`config.mk`:
```
export PLATFORM = sky130hd
export DESIGN_NAME = led_message_scroller
export DESIGN_NICKNAME = d
export VERILOG_FILES = /design/src/rtl/led_message_scroller.sv
export SDC_FILE = /design/constraint.sdc
export NUM_CORES = 1
export LEC_CHECK = 0
export ABC_AREA = 1
export CAP_MARGIN = 25
export CORE_MARGIN = 3
export CORE_UTILIZATION = 60
export DETAILED_ROUTE_END_ITERATION = 8
export PLACE_DENSITY = 0.82
export SLEW_MARGIN = 0
export SYNTH_ARGS = -nofsm -noshare
export SYNTH_HDL_FRONTEND = slang
export SYNTH_SLANG_ARGS = --single-unit
```
`constraint.sdc`:
```
create_clock -name clk -period 2.7 [get_ports clk]
set_input_delay 0.54 -clock clk [delete_from_list [all_inputs] [get_ports clk]]
set_output_delay 0.54 -clock clk [all_outputs]
set_load 0.02 [all_outputs]
```
`src/rtl/led_message_scroller.sv`:
```
// -----------------------------------------------------------------------------
// led_message_scroller
//
// Feeds the four-digit LED driver with a sliding 4-character window over a
// fixed 16-character message. The window start index (ptr) advances by one
// character per step and wraps from 15 back to 0. A step is requested by a
// debounced rising edge of a push-button, by an auto-scroll timer, or both.
// Both sources firing in the same cycle still give a single step.
//
// Parameters
//   MSG              16 x 4-bit message, char i = MSG[63-4i -: 4]
//   DEBOUNCE_CYCLES  cycles the synchronized button must differ stably (>= 1)
//   SCROLL_TICKS     auto-scroll period in clock cycles (>= 2)
//
// Ports
//   clk       in   system clock, everything on the rising edge
//   reset     in   synchronous, active-high, overrides all other activity
//   btn_next  in   raw asynchronous push-button, active-high
//   auto_en   in   level enable for the auto-scroll timer
//   char3     out  leftmost digit code  = msg[ptr]
//   char2     out  msg[ptr+1]
//   char1     out  msg[ptr+2]
//   char0     out  rightmost digit code = msg[ptr+3]
//   ptr       out  current window start index
//   step      out  one-cycle pulse in the first cycle ptr shows a new value
// -----------------------------------------------------------------------------
module led_message_scroller #(
    parameter logic [63:0] MSG             = 64'h0123456789ABCDEF,
    parameter int unsigned DEBOUNCE_CYCLES = 500000,
    parameter int unsigned SCROLL_TICKS    = 50000000
) (
    input  logic       clk,
    input  logic       reset,
    input  logic       btn_next,
    input  logic       auto_en,
    output logic [3:0] char3,
    output logic [3:0] char2,
    output logic [3:0] char1,
    output logic [3:0] char0,
    output logic [3:0] ptr,
    output logic       step
);

    // A single-cycle debounce needs no counting, but keep a 1-bit counter so
    // the vector never collapses to zero width.
    localparam int unsigned DbW = (DEBOUNCE_CYCLES > 1) ? $clog2(DEBOUNCE_CYCLES) : 1;
    localparam int unsigned TW  = $clog2(SCROLL_TICKS);

    localparam logic [DbW-1:0] DbMax = DbW'(DEBOUNCE_CYCLES - 1);
    localparam logic [TW-1:0]  TMax  = TW'(SCROLL_TICKS - 1);

    // ------------------------------------------------------------------
    // Message lookup helpers
    // ------------------------------------------------------------------

    // Character idx sits at the top nibble once the message is shifted left
    // by 4*idx bits.
    function automatic logic [3:0] msg_char(input logic [3:0] idx);
        logic [63:0] sh;
        sh = MSG << {idx, 2'b00};
        return sh[63:60];
    endfunction

    // Packed window {char3, char2, char1, char0} for a given start index;
    // the 4-bit additions wrap modulo 16 on their own.
    function automatic logic [15:0] window_of(input logic [3:0] p);
        return {msg_char(p), msg_char(p + 4'd1), msg_char(p + 4'd2), msg_char(p + 4'd3)};
    endfunction

    // ------------------------------------------------------------------
    // State
    // ------------------------------------------------------------------
    logic [1:0]     sync_q;
    logic           btn_s;

    logic           btn_db_q, btn_db_d;
    logic           btn_db_dly_q;
    logic [DbW-1:0] db_cnt_q, db_cnt_d;

    logic [TW-1:0]  tcnt_q, tcnt_d;

    logic [3:0]     ptr_q, ptr_d;
    logic [15:0]    window_q, window_d;
    logic           step_q, step_d;

    logic           press;
    logic           tick;
    logic           advance;

    // ------------------------------------------------------------------
    // Button synchronizer (two flops, clears on reset)
    // ------------------------------------------------------------------
    always_ff @(posedge clk) begin
        if (reset) begin
            sync_q <= 2'b00;
        end else begin
            sync_q <= {sync_q[0], btn_next};
        end
    end

    assign btn_s = sync_q[1];

    // ------------------------------------------------------------------
    // Debounce: the synchronized level must disagree with the accepted
    // level for DEBOUNCE_CYCLES consecutive cycles before it is taken.
    // Any agreement in between restarts the count.
    // ------------------------------------------------------------------
    always_comb begin
        btn_db_d = btn_db_q;
        db_cnt_d = db_cnt_q;
        if (btn_s == btn_db_q) begin
            db_cnt_d = '0;
        end else if (db_cnt_q == DbMax) begin
            btn_db_d = btn_s;
            db_cnt_d = '0;
        end else begin
            db_cnt_d = db_cnt_q + DbW'(1);
        end
    end

    always_ff @(posedge clk) begin
        if (reset) begin
            btn_db_q     <= 1'b0;
            btn_db_dly_q <= 1'b0;
            db_cnt_q     <= '0;
        end else begin
            btn_db_q     <= btn_db_d;
            btn_db_dly_q <= btn_db_q;
            db_cnt_q     <= db_cnt_d;
        end
    end

    // Only the debounced rising edge steps; releasing the button never does.
    assign press = btn_db_q & ~btn_db_dly_q;

    // ------------------------------------------------------------------
    // Auto-scroll timer: held at zero while disabled so that re-enabling
    // always starts a full period.
    // ------------------------------------------------------------------
    always_comb begin
        tcnt_d = '0;
        if (auto_en) begin
            tcnt_d = (tcnt_q == TMax) ? '0 : tcnt_q + TW'(1);
        end
    end

    always_ff @(posedge clk) begin
        if (reset) begin
            tcnt_q <= '0;
        end else begin
            tcnt_q <= tcnt_d;
        end
    end

    assign tick = auto_en & (tcnt_q == TMax);

    // ------------------------------------------------------------------
    // Window pointer and registered outputs. The character registers load
    // from the incremented pointer on the same edge as ptr, so the window
    // and ptr always change together.
    // ------------------------------------------------------------------
    assign advance = press | tick;

    always_comb begin
        ptr_d    = ptr_q;
        window_d = window_q;
        step_d   = advance;
        if (advance) begin
            ptr_d    = ptr_q + 4'd1;
            window_d = window_of(ptr_q + 4'd1);
        end
    end

    always_ff @(posedge clk) begin
        if (reset) begin
            ptr_q    <= 4'd0;
            window_q <= window_of(4'd0);
            step_q   <= 1'b0;
        end else begin
            ptr_q    <= ptr_d;
            window_q <= window_d;
            step_q   <= step_d;
        end
    end

    assign char3 = window_q[15:12];
    assign char2 = window_q[11:8];
    assign char1 = window_q[7:4];
    assign char0 = window_q[3:0];
    assign ptr   = ptr_q;
    assign step  = step_q;

endmodule
```
==> impl_results.md <==
- Final hold viol count: 0
- Pin count of the biggest net entering global routing: 27
- Leak: 1.32 nW
- Min-delay src: sync_q[0]
- CTS resizes: 0
- CTS Hold Buffers Added: 0
- Most used DFF post-synth: dfxtp_1
- WL/cell: 11.4 µm
- Hold path depth: 2
- # diodes: 0
- Inst Count DP: 532
- Crit end category: output pin
- Distinct cells, synth: 30
- Post-synthesis sequential area ratio: 40.4%
- Crit path max fanout: 9
- Grt ovf: 0
- Port Buf Inserts: 24
- Iteration-0 DRC count of the detailed router: 192
- Initial DRT Pass Iterations: 4
- Vias per cell: 5.04
- Root buffer cell: clkbuf_8
- Final Cycle Share: 77.3%
- CTS tree: done
- Startpoint Class: flip-flop
- Maximum root-to-sink buffer count: 2
- Cell Chain, Critical Path: clkdlybuf4s50_1
- Initial antenna violation count: 0
- Vias in the first global route: 2,534
- DR vias: 2,761
- Delay-heaviest family, CP: buffers and inverters
- CTS sink cnt: 64
- Worst Path Required: 2160 ps
- Wirelength, routed: 6260 µm
- Power per Cell Area: 497 nW/µm²
- Max Cap Viol: 0
- Synthesized area: 3170 µm²
- Final Slew Violations: 0
- NumNets Final: 485
- Post-route insts no fill: 548
- Rows: 25
- Clock Latency Late Sink: 330 ps
- Core box area: 4910 µm²
- Slew HR: 64.8%
- Die width: 78.7 µm
- R2r setup slk: 910 ps
- Critical path class: reg -> out
- Slowest stage delay, CP: 680 ps
- Buf/Inv on CP: 1
- Top cells by count, synth: nand2_1, nor2_1, dfxtp_1
- CP max-delay cell: clkdlybuf4s50_1
- Global-route wire length before repair: 10,800 µm
- Final core occ: 73.7%
- Worst R2R Path Depth: 7
- Critical path arrival: 1550 ps
- Min Tclk post-route: 2090 ps
- Outcome: finished clean
- Final Skew: 6.23 ps
- Avg Cell Area, Syn: 7.02 µm²
- Synth warnings: 0
- Post-synthesis cell count: 452
- RR Endpoint: db_cnt_q[9]
- # IOs: 25
- Cell accounting for the most synthesized area: dfxtp_1
- Gr usage total: 21.6%
- DR DRC count: 0
- Post-synthesis register bit count: 64
- Setup Total Neg Slack: 0 ps
- Peak VDD IR: 0.000572 V
- H-Tree Level Count: 3
- Most numerous cell in the Yosys netlist: nand2_1
- Worst slew pin tran: 526 ps
- Final setup viols: 0
- Dpl hpwl: 4540 µm
- Gpl congestion: 0.888
- Overall power: 1.80 mW
- Worst Hold End: sync_q[1]
- Area Overhead vs Synth: 14.0%
- Clock slew at reported path FFs: 70 ps
- Layout cells sized above 1: 7.90%
- Synth area leaders: dfxtp_1, nand2_1, nor2_1
- DRT antenna net count: 0
- FFs w/ async S/R, synth: 0%
- Hold WC Path Type: reg -> reg
- Post-CTS Setup Bufs: 0
- Reg2reg start: db_cnt_q[0]
- Total CTS buffers: 9
- RSZ-0062 raised after global routing: false
- Post-synth EDFFs: 0
- Fmax: 479 MHz
- Total die area: 6200 µm²
- Yosys top cell area share: 40.4%
- Initial Util: 64.6%
- Die H: 78.7 µm
- Mapped Nets: 461
[tightest hold or removal path, cell delays in order, from the launching register on]
cell and delay (ps):
dfxtp_1 300, inv_1 40, nor2_1 30
[where the power goes]
part	switching (mW)	leakage [nW]	internal, mW
sequential	0.00268	0.516	0.947
combinational	0.0187	0.698	0.00922
clock	0.345	0.103	0.475
total	0.366	1.32	1.43
[through the flow]
step           setup WS (ps)  cell area (µm²)  hold slack [ps]
5_1_grt                  545             3620              435
4_1_cts                  612             3620              414
2_1_floorplan           1030             3170              388
6_report                 614             3620              410
3_5_place_dp             659             3420              403
3_3_place_gp             694             3420              401
[routing by layer]
metal  share of wire [%]  vias to the layer above  track usage, %
met1                  46                     1244            26.3
met5                   0                        -               0
met3                 4.2                       10            4.42
li1                    -                     1448               -
met2                  48                       59            37.1
met4                 1.6                        0            8.74
[worst max path at each step]
stage,start,to,slack [ps],depth (start not counted)
floorplan,ptr[0],window_q[11],1030,10
global placement,reset,db_cnt_q[12],690,6
detailed placement,reset,db_cnt_q[9],660,6
CTS,ptr[0],ptr[0],610,1
global route,ptr[0],char3[0],540,1
finish,ptr[0],char3[0],610,1
[registers in the layout, summed over array words and instances, names as in the netlist]
| signal | flops |
|---|---|
| btn_db_dly_q | 1 |
| btn_db_q | 1 |
| db_cnt_q | 19 |
| ptr | 4 |
| step | 1 |
| sync_q | 2 |
| tcnt_q | 26 |
| window_q | 10 |
[cell usage in the layout, fill, tap and decap left out, types with 2 or more instances in the layout]
| cell | Yosys | final |
|---|---|---|
| a21oi_1 | 18 | 18 |
| and3_1 | 2 | 2 |
| clkbuf_1 | 1 | 2 |
| clkbuf_8 | 0 | 11 |
| clkdlybuf4s50_1 | 0 | 24 |
| clkinv_2 | 0 | 2 |
| dfxtp_1 | 64 | 64 |
| ha_1 | 5 | 5 |
| inv_1 | 52 | 52 |
| nand2_1 | 105 | 105 |
| nand3_1 | 27 | 27 |
| nand3_2 | 3 | 3 |
| nand3b_1 | 5 | 5 |
| nand4_1 | 8 | 8 |
| nor2_1 | 91 | 91 |
| nor2_2 | 9 | 9 |
| nor2_4 | 2 | 2 |
| nor3_1 | 9 | 9 |
| nor3_2 | 3 | 3 |
| o21ai_0 | 2 | 2 |
| or2_0 | 2 | 2 |
| or2_2 | 2 | 2 |
| xnor2_1 | 9 | 9 |
| xor2_1 | 16 | 16 |
[cell type report]
type	count	area, µm²
clock buffer	13	159
clock inverter	3	40.0
fill	399	1290
inverter	54	203
multi-input combinational	322	1600
sequential	64	1280
tap	67	83.8
timing repair buffer	25	248
[cells by family (layout without fill, tap and decap cells)]
| logic type | after synthesis | in the layout | synth area share (%) |
|---|---|---|---|
| buffers and inverters | 66 | 95 | 9.11 |
| adders and majority gates | 5 | 5 | 1.97 |
| and+or+nand+nor | 271 | 271 | 38.3 |
| DFF | 64 | 64 | 40.4 |
| xor gates and xnor gates | 25 | 25 | 6.90 |
| AOI/OAI and AO/OA | 21 | 21 | 3.35 |
No activity file was read; power rests on OpenSTA's default activity.
